--- src/rtl/ladybird_uart_pkg.sv ---
// Shared definitions for the ladybird UART pair (transmitter and receiver).
// Both sides take their bit period and frame shape from here, so a loopback
// pair always agrees on baud rate and framing.
package ladybird_uart_pkg;

   // Bit period in clk cycles shared with the receiver.
   localparam int unsigned DEFAULT_WTIME = 16'h28B0;

   // Frame shape: one start bit, DATA_BITS data bits LSB first, STOP_BITS stop bits.
   localparam int unsigned DATA_BITS = 8;
   localparam int unsigned STOP_BITS = 1;
   localparam int unsigned IDX_W     = $clog2(DATA_BITS);

   typedef enum logic [1:0] {
      IDLE,
      START,
      DATA,
      STOP
   } tx_state_e;

   // Line level for a given frame phase; only DATA depends on the shifter.
   function automatic logic tx_level(input tx_state_e s, input logic lsb);
      case (s)
         START:   return 1'b0;
         DATA:    return lsb;
         default: return 1'b1;
      endcase
   endfunction

endpackage

--- src/rtl/ladybird_uart_transmitter_if.sv ---
// Byte stream into the transmitter: valid/data from the producer, ready back.
interface ladybird_uart_transmitter_if;
   import ladybird_uart_pkg::*;

   logic                 valid;
   logic [DATA_BITS-1:0] data;
   logic                 ready;

   modport master (output valid, output data, input ready);
   modport slave  (input valid, input data, output ready);

endinterface

--- src/rtl/ladybird_uart_tx_fifo.sv ---
// Small power-of-two FIFO with an occupancy count and a registered ready.
// Reads are fall-through: rdata always shows the head entry.
module ladybird_uart_tx_fifo #(
   parameter int unsigned DEPTH = 4,
   parameter int unsigned WIDTH = 8,
   localparam int unsigned CW   = $clog2(DEPTH + 1),
   localparam int unsigned AW   = $clog2(DEPTH)
) (
   input  logic             clk,
   input  logic             arst,
   input  logic             push,
   input  logic [WIDTH-1:0] wdata,
   input  logic             pop,
   output logic [WIDTH-1:0] rdata,
   output logic             empty,
   output logic             ready,
   output logic [CW-1:0]    count
);

   localparam logic [CW-1:0] FULL = CW'(DEPTH);

   logic [WIDTH-1:0] mem [DEPTH];
   logic [AW-1:0]    wr_ptr;
   logic [AW-1:0]    rd_ptr;
   logic [CW-1:0]    count_next;
   logic             do_push;
   logic             do_pop;

   assign empty   = (count == '0);
   assign do_push = push && (count != FULL);
   assign do_pop  = pop && !empty;
   assign rdata   = mem[rd_ptr];

   // Occupancy after this edge; a simultaneous push and pop cancel out.
   always_comb begin
      // NOTE: default assigned first so every path writes count_next and no latch is inferred.
      count_next = count;
      case ({do_push, do_pop})
         2'b10:   count_next = count + CW'(1);
         2'b01:   count_next = count - CW'(1);
         default: count_next = count;
      endcase
   end

   // Pointers, count and ready; ready is computed from the count being committed.
   always_ff @(posedge clk or posedge arst) begin
      if (arst) begin
         wr_ptr <= '0;
         rd_ptr <= '0;
         count  <= '0;
         ready  <= 1'b0;
      end else begin
         // NOTE: non-blocking so every flop here samples pre-edge values, independent of statement order.
         if (do_push) wr_ptr <= wr_ptr + AW'(1);
         if (do_pop)  rd_ptr <= rd_ptr + AW'(1);
         count <= count_next;
         ready <= (count_next != FULL);
      end
   end

   // Storage array, written on push.
   // NOTE: storage is deliberately not reset; entries are only read behind a non-zero count.
   always_ff @(posedge clk) begin
      if (do_push) mem[wr_ptr] <= wdata;
   end

endmodule

--- src/rtl/ladybird_uart_transmitter.sv ---
// 8N1 UART transmitter. Bytes are buffered in a small FIFO and serialised LSB
// first, each bit held for WTIME clocks. Queued bytes follow each other with
// no idle gap between a stop bit and the next start bit.
module ladybird_uart_transmitter
   import ladybird_uart_pkg::*;
#(
   parameter int unsigned WTIME = DEFAULT_WTIME,
   parameter int unsigned DEPTH = 4
) (
   input  logic                      clk,
   input  logic                      arst,
   ladybird_uart_transmitter_if.slave bus,
   output logic                      tx,
   output logic                      busy
);

   localparam int unsigned      CW        = $clog2(DEPTH + 1);
   localparam logic [15:0]      RELOAD    = 16'(WTIME - 1);
   localparam logic [IDX_W-1:0] LAST_DATA = IDX_W'(DATA_BITS - 1);
   localparam logic [IDX_W-1:0] LAST_STOP = IDX_W'(STOP_BITS - 1);

   tx_state_e            state;
   tx_state_e            state_next;
   logic [15:0]          cnt;
   logic [15:0]          cnt_next;
   logic [IDX_W-1:0]     idx;
   logic [IDX_W-1:0]     idx_next;
   logic [DATA_BITS-1:0] sh;
   logic [DATA_BITS-1:0] sh_next;

   logic                 fifo_push;
   logic                 fifo_pop;
   logic                 fifo_empty;
   logic [DATA_BITS-1:0] fifo_rdata;
   logic [CW-1:0]        fifo_count;

   assign fifo_push = bus.valid & bus.ready;

   ladybird_uart_tx_fifo #(
      .DEPTH (DEPTH),
      .WIDTH (DATA_BITS)
   ) u_fifo (
      .clk   (clk),
      .arst  (arst),
      .push  (fifo_push),
      .wdata (bus.data),
      .pop   (fifo_pop),
      .rdata (fifo_rdata),
      .empty (fifo_empty),
      .ready (bus.ready),
      .count (fifo_count)
   );

   // Bit-timing FSM: every phase lasts until the down-counter reaches zero.
   always_comb begin
      state_next = state;
      cnt_next   = cnt;
      idx_next   = idx;
      sh_next    = sh;
      fifo_pop   = 1'b0;

      case (state)
         IDLE: begin
            if (!fifo_empty) begin
               fifo_pop   = 1'b1;
               sh_next    = fifo_rdata;
               cnt_next   = RELOAD;
               state_next = START;
            end
         end

         START: begin
            if (cnt == '0) begin
               cnt_next   = RELOAD;
               idx_next   = '0;
               state_next = DATA;
            end else begin
               cnt_next = cnt - 16'd1;
            end
         end

         DATA: begin
            if (cnt == '0) begin
               sh_next  = {1'b0, sh[DATA_BITS-1:1]};
               cnt_next = RELOAD;
               if (idx == LAST_DATA) begin
                  idx_next   = '0;
                  state_next = STOP;
               end else begin
                  idx_next = idx + IDX_W'(1);
               end
            end else begin
               cnt_next = cnt - 16'd1;
            end
         end

         STOP: begin
            if (cnt == '0) begin
               if (idx != LAST_STOP) begin
                  idx_next = idx + IDX_W'(1);
                  cnt_next = RELOAD;
               end else if (!fifo_empty) begin
                  // Chain straight into the next frame's start bit.
                  fifo_pop   = 1'b1;
                  sh_next    = fifo_rdata;
                  cnt_next   = RELOAD;
                  state_next = START;
               end else begin
                  state_next = IDLE;
               end
            end else begin
               cnt_next = cnt - 16'd1;
            end
         end

         default: state_next = IDLE;
      endcase
   end

   // FSM state plus registered line and busy outputs; tx follows the current phase one cycle later.
   always_ff @(posedge clk or posedge arst) begin
      if (arst) begin
         state <= IDLE;
         cnt   <= '0;
         idx   <= '0;
         sh    <= '0;
         tx    <= 1'b1;
         busy  <= 1'b0;
      end else begin
         state <= state_next;
         cnt   <= cnt_next;
         idx   <= idx_next;
         sh    <= sh_next;
         tx    <= tx_level(state, sh[0]);
         busy  <= (state != IDLE) || (fifo_count != '0);
      end
   end

endmodule

--- src/flat_wrapper.sv ---
// flat-port wrapper written by rule: the top's interface ports become plain ports
module ladybird_uart_transmitter_flat import ladybird_uart_pkg::*;
#(
   parameter int unsigned WTIME = DEFAULT_WTIME,
   parameter int unsigned DEPTH = 4
)
  (clk, arst, tx, busy, bus_valid, bus_data, bus_ready);
  ladybird_uart_transmitter_if bus_i ();
  input  logic clk;
  input  logic arst;
  output logic tx;
  output logic busy;
  input wire logic [$bits(bus_i.valid)-1:0] bus_valid;
  input wire logic [$bits(bus_i.data)-1:0] bus_data;
  output wire logic [$bits(bus_i.ready)-1:0] bus_ready;
  assign bus_i.valid = bus_valid;
  assign bus_i.data = bus_data;
  assign bus_ready = bus_i.ready;
  ladybird_uart_transmitter #(.WTIME(WTIME), .DEPTH(DEPTH)) u_core (.clk(clk), .arst(arst), .bus(bus_i), .tx(tx), .busy(busy));
endmodule
--- config.mk ---
export PLATFORM = sky130hd
export DESIGN_NAME = ladybird_uart_transmitter_flat
export DESIGN_NICKNAME = d
export VERILOG_FILES = /design/src/rtl/ladybird_uart_pkg.sv /design/src/rtl/ladybird_uart_transmitter_if.sv /design/src/rtl/ladybird_uart_tx_fifo.sv /design/src/rtl/ladybird_uart_transmitter.sv /design/src/flat_wrapper.sv
export SDC_FILE = /design/constraint.sdc
export NUM_CORES = 1
export LEC_CHECK = 0
export CORE_MARGIN = 3
export CORE_UTILIZATION = 65
export DETAILED_ROUTE_END_ITERATION = 10
export GPL_ROUTABILITY_DRIVEN = 0
export GPL_TIMING_DRIVEN = 0
export PLACE_DENSITY = 0.93
export SYNTH_ARGS = -nofsm -noshare
export SYNTH_HDL_FRONTEND = slang
export SYNTH_SLANG_ARGS = --single-unit
--- constraint.sdc ---
create_clock -name clk -period 7.15 [get_ports clk]
set_input_delay 0.715 -clock clk [delete_from_list [all_inputs] [get_ports clk]]
set_output_delay 0.715 -clock clk [all_outputs]
set_load 0.02 [all_outputs]
# Word-level counts from Yosys, hierarchy flattened
# Memories as Yosys holds them, arrays and structs flattened.
# Index checks and enable logic that the tools add are counted.
[word_totals] ff_bits=39 ramBits=32 in_bits=11 mem_count=1
[mem_list] name="u_core.u_fifo.mem" words=4 word_bits=8 read_ports=1 rd_ports_with_merged_regs=0 wr=1 line="ladybird_uart_tx_fifo.sv:22" rtl="logic [WIDTH-1:0] mem [DEPTH];"
[classes] addsub=6 eq_ne=15 n_mux=32 bitwise_logic=1 reduce_logical=16
[ops] operator="$mux W16" count=4
[ops] operator="$pmux W16 S3" count=1
[ops] operator="$mux W8" count=4
[ops] operator="$pmux W8 S3" count=1
[ops] operator="$logic_not A16 Y1" count=1
[ops] operator="$sub A16 B1 Y16 const B" count=1
[ops] operator="$mux W3" count=5
[ops] operator="$mux W2" count=6
[ops] operator="$reduce_bool A3 Y1" count=4
[ops] operator="$ne A2 B1 Y1 const B" count=5
[ops] operator="$pmux W3 S3" count=1
[ops] operator="$pmux W2 S4" count=1
[ops] operator="$add A3 B1 Y3 const B" count=2
[ops] operator="$eq A2 B2 Y1 const B" count=3
[ops] operator="$mux W1" count=6
[ops] operator="$ne A3 B3 Y1 const B" count=2
[ops] operator="$pmux W3 S2" count=1
[ops] operator="$reduce_and A6 Y1" count=1
[ops] operator="$reduce_and A5 Y1" count=1
[ops] operator="$add A2 B1 Y2 const B" count=2
[ops] operator="$eq A2 B1 Y1 const B" count=2
[ops] operator="$ne A2 B2 Y1 const B" count=2
[ops] operator="$pmux W1 S2" count=2
[ops] operator="$reduce_and A4 Y1" count=1
[ops] operator="10 further kinds" count=11

# Logic depth before layout (Yosys ltp)
# Gate-level depths: netlist of run 1.
[depth] ltp_word=9 mapped_depth=13 mapped_depth_nobuf=12

# By module
# From an unflattened synthesis of run 1, not the netlist that was laid out.
[unflattened] cells_unflattened=276 hier_area_um2=3554.7
[modules_own_cells] mod="ladybird_uart_transmitter" n_inst=1 cells_each=193 area_each_um2=1939.4
[modules_own_cells] mod="ladybird_uart_tx_fifo" n_inst=1 cells_each=83 area_each_um2=1615.3

# Worst setup path after synthesis of run 1
# Ideal clock, no wire load.
[synth_timing] kind="flip-flop to flip-flop" start="register u_core.cnt[7]" end="register u_core.u_fifo.ready" setup_ps=124 arrival_time_ps=2772 required_ps=7026 setup_slack_ps=4254 stages_incl_launch_ff=13 n_path_buf=1 cell_sequence="dfrtp_1 or3_1 buf_2 nor4_4 and4_1 o21a_1 ha_1 inv_1 fa_1 xor2_1 nor2_1 xor2_1 nand2_1"
[synth_between] elab_chain_len=7 word_cells_on_any_way=8 classes_between="eq/ne (3); mux (3); reduce/logical (2)"
[synth_lines] item="from (decl)" line="ladybird_uart_transmitter.sv:24" rtl="logic [15:0] cnt;"
[synth_lines] item="from (signal assigned)" line="ladybird_uart_transmitter.sv:131" rtl="cnt <= cnt_next;"
[synth_lines] item="$logic_not A16 Y1 (*)" line="ladybird_uart_transmitter.sv:98" rtl="if (cnt == '0) begin"
[synth_lines] item="$mux W1 (*)" line="ladybird_uart_transmitter.sv:98"
[synth_lines] item="$pmux W1 S2 (*)" line="ladybird_uart_transmitter.sv:62" rtl="case (state)"
[synth_lines] item="$logic_and A1 B1 Y1 (*)" line="ladybird_uart_tx_fifo.sv:31" rtl="assign do_pop = pop && !empty;"
[synth_lines] item="named net u_core.u_fifo.do_pop" line="ladybird_uart_tx_fifo.sv:27" rtl="logic do_pop;"
[synth_lines] item="$eq A2 B1 Y1 or $eq A2 B2 Y1 (tied branches)" line="ladybird_uart_tx_fifo.sv:38" rtl="case ({do_push, do_pop})"
[synth_lines] item="$pmux W3 S2 (*)" line="ladybird_uart_tx_fifo.sv:38"
[synth_lines] item="named net u_core.u_fifo.count_next[2]" line="ladybird_uart_tx_fifo.sv:25" rtl="logic [CW-1:0] count_next;"
[synth_lines] item="$ne A3 B3 Y1 (*)" line="ladybird_uart_tx_fifo.sv:57" rtl="ready <= (count_next != FULL);"
[synth_lines] item="to (signal assigned)" line="ladybird_uart_tx_fifo.sv:57"
[synth_lines] item="to (decl)" line="ladybird_uart_tx_fifo.sv:16" rtl="output logic ready,"
# Mark *: on every way through the listed nets, which the timed path passes. The rest lies on a longest branch.
# A chain may end at the register's enable or synchronous reset.

# Worst setup path after layout of run 1
# Ends and elaborated chain as after synthesis.

==> metrics, run 1 <==
Synth top cells by count=dfrtp_1, edfxtp_1, mux2_2; HPWL after DPL=4.753 mm; root buffer cell=clkbuf_8; top-count cell post-synth=dfrtp_1; WHS Endpoint=u_core.tx; setup violators final=0; Reg clk slew, reported paths=80 ps; Comb pwr share=47.0%; CP Launch Type=flop; multi-input logic area=1411 µm²; Pleak=1.544 nW; worst skew pair latency=340 ps; setup bufs post-CTS=0; Hold Crit Depth=2; full die area=6230 µm²; status=finished, final reports clean; CP max stage delay=450 ps; Fillers=295; Post-synth EDFFs=32; GRT Overall Usage=24.55%; Yosys Warn Count=0; FF+latch count, synth=71; first-iteration detailed-routing DRC count=225; Setup Skew=10.71 ps; htree depth=3; Hold Startpoint=u_core.sh[0]; CTS sink count=71; Slowest cell on crit path=nor4_4; synthesized instance count=266; Setup Crit Path Kind=reg -> reg; final core utilization=78.18%; fin crit share=45.97%; IO Port Bufs=13; total grt overflow=0; Mapped Area=3457 µm²; critical path depth=12; final hold vios=0; FMAX=304.2 MHz; Layout Nets=317; Largest delay share family, worst path=simple AND/OR/NAND/NOR gates; Synth top area share=27.80%; Die H=78.93 µm; crit-path most repeated cell=xor2_1; Final min period=3287 ps; DRC=0; cts hold-fix bufs=0; post_cts resized=0; Vias/cell=6.149; critical path endpoint category=flop; Avg Cell Area, Syn=13.00 µm²; r2r endpoint=u_core.u_fifo.ready; Slew @ Worst Pin=899.6 ps; Starting Density=69.95%; die width=78.93 µm; Power Density=478.2 nW/µm²; n_diodes=0; layout cells sized above 1=16.95%; sw frac=38.53%; HP Class=reg -> reg; pin count of the biggest net entering global routing=40; global-route wire length before repair=11.39 mm; core area=4942 µm²; reg2reg start=u_core.cnt[7]; reg2reg path depth=12; Final Slew Violations=0; Max-cap violations=0; worst-path cell chain=or3_1 -> buf_2 -> nor4_4 -> and4_1 -> o21a_1 -> ha_1 -> inv_1 -> fa_1 -> xor2_1 -> nor2_1 -> xor2_1 -> nand2_1; Setup TNS Final=0 ps; row count=25; Detail Route Antenna Nets=0; IO Count=14; Reg power frac=36.2%; area grow syn2layout=11.76%; CTS Buffer Depth=2; Post-Syn Nets=293; Clk network pwr share=16.8%; via count=2226; leading area contributor after synthesis=edfxtp_1; Pint=1.136 mW; RSZ-0062 raised after global routing=false; Synth Flop Type=dfrtp_1; via count of the first global-routing pass=2328; routed length per instance=18.68 µm; WL final=6.762 mm; flop2flop setup slack=3860 ps; Initial DRT Pass Iterations=5; Critical Path RT=7380 ps; initial antenna violation count=0; net load switching power=0.7119 mW; CP max FO=9; Critical Path AT=3510 ps; sequential share of the synthesized area=56.06%; Reg area=1938 µm²; peak supply drop=0.0002968 V; Tot Pwr=1.848 mW; Post-synth ARST share=54.93%; CTS tree=done; Netlist cell types=48; TritonCTS Buffers=9; WP buf/inv=2; synth top area cells=edfxtp_1, dfrtp_1, mux2_2, ha_1, mux4_2; worst relative slew slack=39.57%
cell families (layout without fill, tap and decap cells):
| family | after synthesis | in the layout | share of synthesized area [%] |
|---|---|---|---|
| AO/OA/AOI/OAI | 50 | 50 | 10.39 |
| XOR/XNOR | 8 | 8 | 2.027 |
| adder cells (fa/ha/maj) | 16 | 16 | 6.008 |
| buffers and inverters | 28 | 57 | 3.112 |
| flip-flops | 71 | 71 | 56.06 |
| multiplexers | 32 | 32 | 12.92 |
| AND/OR/NAND/NOR | 61 | 61 | 9.483 |
metal layers:
metal  share of wire, %  GRT usage [%]
met1                 42          30.54
met4                3.3          13.57
met5                  0              0
met2                 50          41.17
met3                4.2          3.968
layout by cell type, fill, tap and decap left out, types with 4 or more instances in the layout:
cell type and count:
a211oi_1 4, a31oi_1 8, and2_1 5, clkbuf_1 9, clkbuf_8 10, clkdlybuf4s50_1 13, dfrtp_1 38, edfxtp_1 32
ha_1 15, inv_1 17, mux2_2 21, mux4_2 8, nand2_1 11, nand3_1 5, nor2_1 15, nor3_1 7
o21a_1 8, o21ai_0 10, xnor2_1 4, xor2_1 4
power groups by stage:
| stage | combinational (mW) | sequential (mW) | clock [mW] |
|---|---|---|---|
| after floorplan | 0.666 | 0.653 | 0 |
| after global placement | 0.799 | 0.659 | 0 |
| after detailed placement | 0.858 | 0.674 | 0 |
| after CTS | 0.866 | 0.667 | 0.314 |
| after global routing | 0.966 | 0.683 | 0.330 |
| final | 0.868 | 0.669 | 0.311 |
worst min-delay path, stage by stage (launching register included):
cell	delay, ps
dfrtp_1	350
nand2_1	50
nand2_1	60
layout make-up:
class	count	share of cell area, %
Buffer	10	1.036
Clock buffer	12	3.756
Clock inverter	4	1.231
Inverter	18	1.749
Multi-Input combinational cell	167	36.53
Sequential cell	71	50.16
Tap cell	67	2.170
Timing Repair Buffer	13	3.368
stage by stage:
stage | setup slack [ps] | area [µm²] | cells | hold slack, ps
5_1_grt | 3565 | 3864 | 362 | 519.9
3_5_place_dp | 3898 | 3671 | 346 | 471.4
6_report | 3863 | 3864 | 362 | 494.7
4_1_cts | 3890 | 3864 | 362 | 491.9
3_3_place_gp | 4000 | 3671 | 346 | 467.0
2_1_floorplan | 4254 | 3457 | 266 | 446.8
registers in the layout, indices dropped and copies added (netlist names):
| register | cells |
|---|---|
| u_core.state | 2 |
| u_core.busy | 1 |
| u_core.u_fifo.wr_ptr | 2 |
| u_core.u_fifo.count | 3 |
| u_core.u_fifo.ready | 1 |
| u_core.sh | 8 |
| u_core.tx | 1 |
| u_core.u_fifo.rd_ptr | 2 |
| u_core.u_fifo.mem | 32 |
| u_core.idx | 3 |
| u_core.cnt | 16 |
worst max path at each step:
| stage | slack, ps | startpoint | endpoint |
|---|---|---|---|
| after detailed placement | 3900 | u_core.cnt[7] | u_core.u_fifo.ready |
| after global routing | 3560 | u_core.cnt[3] | u_core.u_fifo.ready |
| after floorplan | 4250 | u_core.cnt[7] | u_core.u_fifo.ready |
| final | 3860 | u_core.cnt[7] | u_core.u_fifo.ready |
| after global placement | 4000 | u_core.cnt[7] | u_core.u_fifo.ready |
| after CTS | 3890 | u_core.cnt[7] | u_core.u_fifo.ready |
Power figures use the tool's default switching activity.
==> inputs of run 2 (changes only) <==
CORE_UTILIZATION = 54   (was 65)
PLACE_DENSITY = 0.84   (was 0.93)
clock period = 2.7 ns   (was 7.15 ns; I/O delays follow)
==> metrics, run 2 (synthesis results as in run 1) <==
CTS sink count=71 (unchanged); n_diodes=0 (unchanged); HP Class=in -> async; DRC=0 (unchanged); pin count of the biggest net entering global routing=40 (unchanged); Setup Skew=5.814 ps (-4.898 ps); Reg clk slew, reported paths=70 ps (about the same); Final min period=2726 ps (-561.1 ps); Starting Density=57.04% (-13 points); Pleak=1.625 nW (+5.2%); Power Density=1266 nW/µm² (+160%); commonest non-fill, non-tap cell in the layout=dfrtp_1; post-route cell area=4023 µm² (+4.1%); first-iteration detailed-routing DRC count=166 (-26%); CP max FO=3 (-6); layout cells sized above 1=23.13% (+6.2 points); met1 wire length=2.954 mm (+3.8%); row count=28 (+12%); DR top layer=met4; HPWL after DPL=4.084 mm (-14%); Top Registers=u_core.u_fifo.mem: 32 flops, u_core.cnt: 16 flops, u_core.sh: 8 flops; FMAX=366.9 MHz (+21%); setup violators final=1 (+1); root buffer cell=clkbuf_8; full die area=7398 µm² (+19%); IO Port Bufs=13 (unchanged); via count=2205 (-0.94%); RSZ-0062 raised after global routing=true; routed length per instance=16.36 µm (-12%); Initial DRT Pass Iterations=5 (unchanged); Critical Path RT=2920 ps (-4460 ps); flop2flop setup slack=-30 ps (-3890 ps); Max-cap violations=0 (unchanged); CTS Buffer Depth=2 (unchanged); CTS tree=done; initial antenna violation count=0 (unchanged); htree depth=3 (unchanged); placed cell area=3697 µm² (+0.72%); area grow syn2layout=16.36%; Vias/cell=5.772 (-6.1%); global-route wire length before repair=10.54 mm (-7.5%); Setup Crit Path Kind=reg -> reg; max reg flops=32 (unchanged); Slew @ Worst Pin=819.8 ps (-79.79 ps); core area=6061 µm² (+23%); GRT Overall Usage=18.40% (-6.1 points); Most flops, register=u_core.u_fifo.mem; Setup TNS Final=-25.82 ps (-25.82 ps); worst skew pair latency=330 ps (about the same); Detail Route Antenna Nets=0 (unchanged); Critical Path AT=2950 ps (-560 ps); critical path endpoint category=flop; final hold vios=0 (unchanged); TritonCTS Buffers=9 (unchanged); worst relative slew slack=45.27% (+5.7 points); Final Slew Violations=0 (unchanged); peak supply drop=0.0008261 V (+180%); violated checks=negative setup slack; WL final=6.251 mm (-7.6%); Met2 Routed Length=2.972 mm (-13%); status=complete, but fails checks; CP Launch Type=flop; die width=86.01 µm (+9.0%); Die H=86.01 µm (+9.0%); Layout Nets=329 (+3.8%); IO Count=14 (unchanged); Worst Setup Slack, final=-25.82 ps (-3889 ps); fin crit share=101.0% (+55 points); via count of the first global-routing pass=2201 (-5.5%); wire length on met3=254 µm (-11%); most frequent cells in the layout=dfrtp_1, edfxtp_1, mux2_2; total grt overflow=0 (unchanged)
## run 2: cell count changes in the layout (fill, tap and decap cells not counted), sizes merged
cell and change:
clkinv -1, buf +14, bufinv +1, clkbuf -2
## run 2: repair_timing
action / CTS / global route
pin swaps: 6 / 5
gates resized for setup: 3 / 3
buffers inserted: 7 / 7
endpoints found under the setup margin: 3 / 4
endpoints found under the hold margin: 0 / 0
hold buffers: 0 / 0
## run 2: power breakdown
group          switching, mW  internal (mW)
clock                  0.376          0.520
sequential             0.236           1.52
combinational           1.27           1.17
total                   1.88           3.22
## run 2: final cells by class
type,instances,area [µm²]
fillers,421,2038
clock buffers,12,135.1
inverters,18,67.56
multi-input cells,167,1441
clock inverters,4,72.57
plain buffers,8,38.79
well taps,75,93.84
repair buffers,27,235.2
flip-flops and latches,71,1938
## run 2: path summary, 6_finish.rpt
path                                start                  end  depth (start not counted)
setup / recovery           u_core.cnt[10]  u_core.u_fifo.ready                         11
hold / removal                       arst  u_core.u_fifo.ready                          2
setup reg to reg           u_core.cnt[10]  u_core.u_fifo.ready                         11
hold reg to reg              u_core.sh[0]            u_core.tx                          2
max in group asynchronous            arst       u_core.cnt[13]                          2
min in group clk             u_core.sh[0]            u_core.tx                          2
## run 2: through the flow
step | utilization (%) | hold WS, ps | worst slack (ps) | instances | power, mW
2_1_floorplan | - | 368.9 | -82.87 | 266 | 3.527
3_3_place_gp | 61.00 | 462.7 | -327.9 | 354 | 3.911
3_5_place_dp | 61.00 | 473.1 | -355.3 | 354 | 4.018
4_1_cts | 65.36 | 440.7 | -55.61 | 376 | 5.011
5_1_grt | 66.37 | 479.0 | -128.6 | 382 | 5.458
6_report | 66.37 | 412.4 | -25.82 | 382 | 5.092
## run 2: worst max-delay path, stage by stage, from the launching register on
cell,delay (ps)
dfrtp_1,390
or3_4,410
nor4_4,250
and4_4,270
o21a_1,160
ha_2,210
inv_2,40
fa_2,320
xor2_1,150
nor2_1,110
xor2_1,210
nand2_1,90
## run 2: routing by layer
metal  vias to the layer above  track usage, %
li1                       1055               -
met1                      1089           26.29
met2                        52           27.61
met3                         9           4.803
met4                         0           6.043
met5                         -               0
